### config.mk
export PLATFORM = sky130hd
export DESIGN_NAME = wb_commit_stage
export DESIGN_NICKNAME = d
export VERILOG_FILES = /design/src/rtl/wb_commit_stage_pkg.sv /design/src/rtl/wb_load_align.sv /design/src/rtl/wb_commit_stage.sv
export SDC_FILE = /design/constraint.sdc
export NUM_CORES = 1
export LEC_CHECK = 0
export ABC_AREA = 1
export BUFFER_PORTS_ARGS = -buffer_cell sky130_fd_sc_hd__buf_2
export CAP_MARGIN = 20
export CORE_AREA = 2 2 187 189
export DETAILED_ROUTE_END_ITERATION = 8
export DIE_AREA = 0 0 189 191
export PLACE_DENSITY = 0.59
export SLEW_MARGIN = 20
export SYNTH_ARGS = -nofsm -noshare
export SYNTH_HDL_FRONTEND = slang
export SYNTH_SLANG_ARGS = --single-unit
### constraint.sdc
create_clock -name clk -period 2.6 [get_ports clk]
set_clock_uncertainty 0.2 [all_clocks]
set_input_delay 0.13 -clock clk [delete_from_list [all_inputs] [get_ports clk]]
set_output_delay 0.13 -clock clk [all_outputs]
set_load 0.02 [all_outputs]
### src/rtl/wb_commit_stage_pkg.sv
// Shared definitions for the writeback/commit stage: FSM states, load op codes,
// exception source bit positions and the architectural exception codes.
package wb_commit_stage_pkg;

    typedef enum logic [1:0] {
        ST_EMPTY   = 2'd0,
        ST_HOLD    = 2'd1,
        ST_WAIT_LD = 2'd2
    } wb_state_e;

    localparam logic [2:0] LD_NONE = 3'd0;
    localparam logic [2:0] LD_B    = 3'd1;
    localparam logic [2:0] LD_BU   = 3'd2;
    localparam logic [2:0] LD_H    = 3'd3;
    localparam logic [2:0] LD_HU   = 3'd4;
    localparam logic [2:0] LD_W    = 3'd5;

    localparam int EXC_INT     = 0;
    localparam int EXC_ADEF    = 1;
    localparam int EXC_SYSCALL = 2;
    localparam int EXC_BRK     = 3;
    localparam int EXC_INE     = 4;
    localparam int EXC_ALE     = 5;

    localparam logic [5:0] ECODE_INT     = 6'h00;
    localparam logic [5:0] ECODE_ADEF    = 6'h08;
    localparam logic [5:0] ECODE_ALE     = 6'h09;
    localparam logic [5:0] ECODE_SYSCALL = 6'h0B;
    localparam logic [5:0] ECODE_BRK     = 6'h0C;
    localparam logic [5:0] ECODE_INE     = 6'h0D;

    // Op codes 6 and 7 are reserved and behave as "no load".
    function automatic logic is_load(input logic [2:0] op);
        return (op >= LD_B) && (op <= LD_W);
    endfunction

endpackage

### src/rtl/wb_load_align.sv
// Combinational load-data alignment: selects the addressed byte/half lane of the
// returned word and sign- or zero-extends it according to the load op.
module wb_load_align
    import wb_commit_stage_pkg::*;
#(
    parameter int DATA_W = 32
) (
    input  logic [DATA_W-1:0] i_rdata,
    input  logic [2:0]        i_ld_op,
    input  logic [1:0]        i_off,
    output logic [DATA_W-1:0] o_data
);

    logic [7:0]  w_byte;
    logic [15:0] w_half;

    // Lane selection then extension; lanes assume a 4-byte word.
    always_comb begin
        w_byte = 8'd0;
        case (i_off)
            2'd0:    w_byte = i_rdata[7:0];
            2'd1:    w_byte = i_rdata[15:8];
            2'd2:    w_byte = i_rdata[23:16];
            2'd3:    w_byte = i_rdata[31:24];
            default: w_byte = i_rdata[7:0];
        endcase
        w_half = i_off[1] ? i_rdata[31:16] : i_rdata[15:0];
        o_data = i_rdata;
        case (i_ld_op)
            LD_B:    o_data = {{(DATA_W-8){w_byte[7]}}, w_byte};
            LD_BU:   o_data = {{(DATA_W-8){1'b0}}, w_byte};
            LD_H:    o_data = {{(DATA_W-16){w_half[15]}}, w_half};
            LD_HU:   o_data = {{(DATA_W-16){1'b0}}, w_half};
            LD_W:    o_data = i_rdata;
            default: o_data = i_rdata;
        endcase
    end

endmodule

### src/rtl/wb_commit_stage.sv
// Writeback/commit stage: holds one instruction from MEM, waits for load data when
// needed, and commits its GPR write, CSR write, exception or ertn exactly once.
module wb_commit_stage
    import wb_commit_stage_pkg::*;
#(
    parameter int DATA_W = 32,
    parameter int RF_AW  = 5,
    parameter int CSR_AW = 14,
    parameter int ESUB_W = 9,
    parameter int EXC_N  = 6
) (
    input  logic              clk,
    input  logic              resetn,
    output logic              wb_allowin,
    input  logic              mem_to_wb_valid,
    input  logic [DATA_W-1:0] in_pc,
    input  logic              in_rf_we,
    input  logic [RF_AW-1:0]  in_rf_waddr,
    input  logic [DATA_W-1:0] in_rf_wdata,
    input  logic [2:0]        in_ld_op,
    input  logic [1:0]        in_ld_off,
    input  logic              in_csr_re,
    input  logic              in_csr_we,
    input  logic [CSR_AW-1:0] in_csr_num,
    input  logic [DATA_W-1:0] in_csr_wmask,
    input  logic [DATA_W-1:0] in_csr_wval,
    input  logic              in_ertn,
    input  logic [EXC_N-1:0]  in_exc,
    input  logic [ESUB_W-1:0] in_esubcode,
    input  logic              rdata_valid,
    input  logic [DATA_W-1:0] rdata,
    output logic              csr_re,
    output logic              csr_we,
    output logic [CSR_AW-1:0] csr_num,
    output logic [DATA_W-1:0] csr_wmask,
    output logic [DATA_W-1:0] csr_wvalue,
    input  logic [DATA_W-1:0] csr_rvalue,
    output logic              wb_ex,
    output logic [5:0]        wb_ecode,
    output logic [ESUB_W-1:0] wb_esub,
    output logic [DATA_W-1:0] wb_ex_pc,
    output logic              ertn_flush,
    output logic              fwd_we,
    output logic              fwd_busy,
    output logic [RF_AW-1:0]  fwd_waddr,
    output logic [DATA_W-1:0] fwd_wdata,
    output logic [DATA_W-1:0] debug_wb_pc,
    output logic [3:0]        debug_wb_rf_we,
    output logic [RF_AW-1:0]  debug_wb_rf_wnum,
    output logic [DATA_W-1:0] debug_wb_rf_wdata
);

    wb_state_e         r_state;
    wb_state_e         w_state_nxt;
    logic [DATA_W-1:0] r_pc;
    logic              r_rf_we;
    logic [RF_AW-1:0]  r_rf_waddr;
    logic [DATA_W-1:0] r_rf_wdata;
    logic [2:0]        r_ld_op;
    logic [1:0]        r_ld_off;
    logic              r_csr_re;
    logic              r_csr_we;
    logic [CSR_AW-1:0] r_csr_num;
    logic [DATA_W-1:0] r_csr_wmask;
    logic [DATA_W-1:0] r_csr_wval;
    logic              r_ertn;
    logic [EXC_N-1:0]  r_exc;
    logic [ESUB_W-1:0] r_esubcode;

    logic              w_resident;
    logic              w_retire;
    logic              w_exc;
    logic              w_flush;
    logic              w_accept;
    logic              w_rf_commit;
    logic [DATA_W-1:0] w_ld_data;
    logic [DATA_W-1:0] w_final_data;
    logic [5:0]        w_ecode;

    assign w_resident  = (r_state != ST_EMPTY);
    assign w_retire    = (r_state == ST_HOLD) | ((r_state == ST_WAIT_LD) & rdata_valid);
    assign w_exc       = |r_exc;
    assign w_flush     = w_retire & (w_exc | r_ertn);
    assign wb_allowin  = resetn & ((r_state == ST_EMPTY) | w_retire) & ~w_flush;
    assign w_accept    = mem_to_wb_valid & wb_allowin;
    assign w_rf_commit = w_retire & r_rf_we & ~w_exc;

    wb_load_align #(.DATA_W(DATA_W)) u_load_align (
        .i_rdata (rdata),
        .i_ld_op (r_ld_op),
        .i_off   (r_ld_off),
        .o_data  (w_ld_data)
    );

    // Next-state logic; a flush always coincides with retire so it lands in EMPTY.
    always_comb begin
        w_state_nxt = r_state;
        if (w_accept) begin
            if (is_load(in_ld_op) && ~|in_exc) begin
                w_state_nxt = ST_WAIT_LD;
            end else begin
                w_state_nxt = ST_HOLD;
            end
        end else if (w_retire) begin
            w_state_nxt = ST_EMPTY;
        end else begin
            w_state_nxt = r_state;
        end
    end

    // State register and instruction latch.
    always_ff @(posedge clk) begin
        if (!resetn) begin
            r_state     <= ST_EMPTY;
            r_pc        <= {DATA_W{1'b0}};
            r_rf_we     <= 1'b0;
            r_rf_waddr  <= {RF_AW{1'b0}};
            r_rf_wdata  <= {DATA_W{1'b0}};
            r_ld_op     <= 3'd0;
            r_ld_off    <= 2'd0;
            r_csr_re    <= 1'b0;
            r_csr_we    <= 1'b0;
            r_csr_num   <= {CSR_AW{1'b0}};
            r_csr_wmask <= {DATA_W{1'b0}};
            r_csr_wval  <= {DATA_W{1'b0}};
            r_ertn      <= 1'b0;
            r_exc       <= {EXC_N{1'b0}};
            r_esubcode  <= {ESUB_W{1'b0}};
        end else begin
            r_state <= w_state_nxt;
            if (w_accept) begin
                r_pc        <= in_pc;
                r_rf_we     <= in_rf_we;
                r_rf_waddr  <= in_rf_waddr;
                r_rf_wdata  <= in_rf_wdata;
                r_ld_op     <= in_ld_op;
                r_ld_off    <= in_ld_off;
                r_csr_re    <= in_csr_re;
                r_csr_we    <= in_csr_we;
                r_csr_num   <= in_csr_num;
                r_csr_wmask <= in_csr_wmask;
                r_csr_wval  <= in_csr_wval;
                r_ertn      <= in_ertn;
                r_exc       <= in_exc;
                r_esubcode  <= in_esubcode;
            end
        end
    end

    // Exception code priority: INT > ADEF > SYSCALL > BRK > INE > ALE.
    always_comb begin
        w_ecode = ECODE_INT;
        if (r_exc[EXC_INT]) begin
            w_ecode = ECODE_INT;
        end else if (r_exc[EXC_ADEF]) begin
            w_ecode = ECODE_ADEF;
        end else if (r_exc[EXC_SYSCALL]) begin
            w_ecode = ECODE_SYSCALL;
        end else if (r_exc[EXC_BRK]) begin
            w_ecode = ECODE_BRK;
        end else if (r_exc[EXC_INE]) begin
            w_ecode = ECODE_INE;
        end else if (r_exc[EXC_ALE]) begin
            w_ecode = ECODE_ALE;
        end else begin
            w_ecode = 6'd0;
        end
    end

    // Result select: CSR read value wins over load data, which wins over the ALU result.
    always_comb begin
        w_final_data = r_rf_wdata;
        if (r_csr_re) begin
            w_final_data = csr_rvalue;
        end else if (is_load(r_ld_op)) begin
            w_final_data = w_ld_data;
        end else begin
            w_final_data = r_rf_wdata;
        end
    end

    assign csr_re     = w_resident & r_csr_re;
    assign csr_num    = w_resident ? r_csr_num : {CSR_AW{1'b0}};
    assign csr_we     = w_retire & r_csr_we & ~w_exc;
    assign csr_wmask  = r_csr_wmask;
    assign csr_wvalue = r_csr_wval;

    assign wb_ex      = w_retire & w_exc;
    assign wb_ecode   = w_ecode;
    assign wb_esub    = r_esubcode;
    assign wb_ex_pc   = r_pc;
    assign ertn_flush = w_retire & r_ertn & ~w_exc;

    assign fwd_we    = w_resident & r_rf_we & ~w_exc;
    assign fwd_busy  = (r_state == ST_WAIT_LD) & ~rdata_valid & r_rf_we;
    assign fwd_waddr = r_rf_waddr;
    assign fwd_wdata = w_final_data;

    assign debug_wb_pc       = r_pc;
    assign debug_wb_rf_we    = {4{w_rf_commit}};
    assign debug_wb_rf_wnum  = r_rf_waddr;
    assign debug_wb_rf_wdata = w_final_data;

endmodule
==> flow_metrics.tcl <==
set metrics [dict create \
    final_design_area_no_fill_sq_um 14580 \
    first_global_vias 11420 \
    synthesis.yosys.warnings 0 \
    top_library_cells_by_usage_in_the_layout_fill_and_taps_aside "476 x buf_2, 422 x nor2_1, 348 x nand2_1" \
    cp-start-kind "flop" \
    share_seq_of_total_power 0.364 \
    netSwitchingFraction 0.3731 \
    final.period_utilization 0.9622 \
    peakVddDrop_mv 0.3245 \
    cts.path.max_buffers 2 \
    tritoncts.num_buffers 17 \
    vias 12060 \
    grt_max_degree 173 \
    max_cap_violations 0 \
    grt_pass1_wl_um 59780 \
    die_width_um 189 \
    cellLeakagePower_nw 7.963 \
    holdCritPathClass "in2reg" \
    worst_hold_slack_ps 22.30 \
    tritoncts_num_sinks 173 \
    synthDistinctLibCells 25 \
    clock_tree.htree_level_count 4 \
    number_of_nets_in_the_layout 2389 \
    outcome "completed" \
    synth_area_per_cell_sq_um 6.091 \
    r2r_start "r_exc[3]" \
    syn-instance-count 1641 \
    reg2reg_setup_slack_ps 220 \
    worst_hold_startpoint "mem_to_wb_valid" \
    grt_remaining_overflow 0 \
    worst_max_slew_pin_slew_ps 944.3 \
    worst_skew_pair.late_latency_ps 420 \
    power_switching_w 0.003049 \
    yosys_register_bits 173 \
    worstSetupPathType "reg2out" \
    final-hold-violation-count 0 \
    cp_max_fo 8 \
    dpl-instance-area_sq_um 12190 \
    port-buffer-count 478 \
    gp_routability_congestion 0.9412 \
    die_h_um 191 \
    worst_ep_required_time_ps 2270 \
    post_route_cells_drive_above_1_share 0.2635 \
    cts.reportedPaths.clkPinSlew_ps 70 \
    totalWireLength_um 39450 \
    number_of_antenna_violations_at_the_first_check_in_global_routing 0 \
    crit_path_end_kind "primary output" \
    p_comb_frac 0.324 \
    fillCellCount 3605 \
    routed_wire_length_per_instance_um 15.06 \
    crit_start "r_ld_off[1]" \
    number_of_endpoints_failing_setup_at_the_final_stage 0 \
    fp-row-count 68 \
    floorplan.initialDensity 0.2930 \
    synth.yosys.seq_area_share 0.3465 \
    area_growth_syn_to_layout_pct 45.90 \
    drc_errors 0 \
    via_per_inst 4.603 \
    floorplan.core_area_sq_um 34120 \
    global_route.usage.total 0.2071 \
    synth_area_sq_um 9996 \
    first_drt_pass_iteration_count 5 \
    io_pins 481 \
    clockRootBuffer "clkbuf_16" \
    drt_first_iter_violations 537 \
    finish.utilization 0.4275 \
    period_needed_ps 2502 \
    detail-route-antenna-nets 0 \
    dp_hpwl_um 27130 \
    crit_arrival_ps 2170 \
    fmax_mhz 399.7 \
    slew_headroom 0.3704 \
    design.die.area_sq_um 36100 \
    p_per_area_nw_per_um2 560.4 \
    clock_power_share 0.312 \
    cell_internal_pwr_w 0.005123 \
    fin_setup_tns_ps 0 \
    clock_tree_from_tritoncts "done" \
    most_common_cell_after_layout_fill_and_taps_aside "buf_2" \
    timing.final.max_slew_violations 0 \
]
cell families after synthesis:
kind of cell	Yosys count	share of synthesized area
buffers and inverters	401	0.1896
and+or+nand+nor	1020	0.4400
AOI/OAI and AO/OA	46	0.02353
DFF	173	0.3465
other	1	0.0003752
final timing paths:
check                  endpoint  cells after the start
setup reg to reg     r_state[1]                      7
setup / recovery  fwd_wdata[18]                      9
hold reg to reg   csr_wmask[28]                      2
hold / removal     r_csr_num[2]                      4
what timing repair did:
action / CTS / global route
hold buffers: 173 / 0
setup endpoints to repair: 52 / 62
endpoints found under the hold margin: 172 / 0
gates resized for setup: 7 / 13
cloned: 1 / 0
pin swaps: 2 / 0
buffers inserted: 2 / 2
cell type report:
cell class	count	area [sq um]	share of cell area
clock inverter	14	143.9	0.009866
multi-input combinational	1069	4711	0.3230
antenna	1	2.502	0.0001716
inverter	212	797.0	0.05465
tap	455	569.3	0.03904
timing repair buffer	677	4464	0.3061
clock buffer	18	429.2	0.02943
sequential	173	3467	0.2377
power by group through the flow:
stage               logic [W]  clock network (W)  registers, W
floorplan             0.00157                  0       0.00317
global placement      0.00241                  0       0.00302
detailed placement    0.00241                  0       0.00303
CTS                   0.00264            0.00265       0.00297
global route          0.00290            0.00274       0.00300
finish                0.00265            0.00255       0.00297
per-stage QoR:
stage / worst slack, ps / power [W] / instances
2_1_floorplan: 228.2 / 0.004735 / 1642
3_3_place_gp: 262.3 / 0.005436 / 2408
3_5_place_dp: 197.7 / 0.005445 / 2408
4_1_cts: 3.809 / 0.008255 / 2616
5_1_grt: -46.84 / 0.008640 / 2618
6_report: 98.17 / 0.008173 / 2619
routing by layer:
layer | up-vias | track usage | part of all wire
met5 | - | 0 | 0
met4 | 0 | 0.08744 | 0.033
met3 | 62 | 0.04700 | 0.068
met2 | 482 | 0.3753 | 0.50
met1 | 5475 | 0.2327 | 0.40
li1 | 6037 | - | -
cells in the mapped netlist:
| master | number | area, sq um |
|---|---|---|
| clkinv_1 | 1 | 3.750 |
| nor4_1 | 2 | 12.51 |
| nor2_1 | 427 | 1603 |
| nor2_2 | 1 | 6.260 |
| buf_6 | 9 | 101.4 |
| or2_2 | 14 | 87.58 |
| nand3_1 | 38 | 190.2 |
| dfxtp_1 | 173 | 3463 |
| conb_1 | 1 | 3.750 |
| nor3_1 | 2 | 10.01 |
| nor2_4 | 1 | 11.26 |
| nand3_2 | 2 | 20.02 |
| o21ai_1 | 3 | 15.01 |
| buf_2 | 33 | 165.2 |
| clkbuf_1 | 50 | 187.7 |
| o21ai_0 | 31 | 155.2 |
| a21oi_1 | 10 | 50.05 |
| buf_1 | 22 | 82.58 |
| inv_2 | 2 | 7.510 |
| buf_4 | 75 | 563.0 |
| nand4_1 | 181 | 1132 |
| o21bai_1 | 2 | 15.01 |
| inv_1 | 209 | 784.5 |
| nand3b_1 | 1 | 7.510 |
| nand2_1 | 351 | 1318 |
flip-flops by register name, summed over array words and instances (netlist names), 3 cells and up:
register and count:
r_rf_wdata 32, r_exc 6, wb_esub 9, debug_wb_pc 32, debug_wb_rf_wnum 5, csr_wmask 32
r_csr_num 14, r_ld_op 3, csr_wvalue 32
worst max-delay path, stage by stage, from the launching register on:
cell and delay, ps:
dfxtp_1 430, inv_1 160, nand2_1 90, nand2_1 60
nand2_1 110, nand3_4 170, nand2_4 180, nor2_1 70
o21ai_0 250, buf_2 220
No activity file was read; power rests on OpenSTA's default activity.
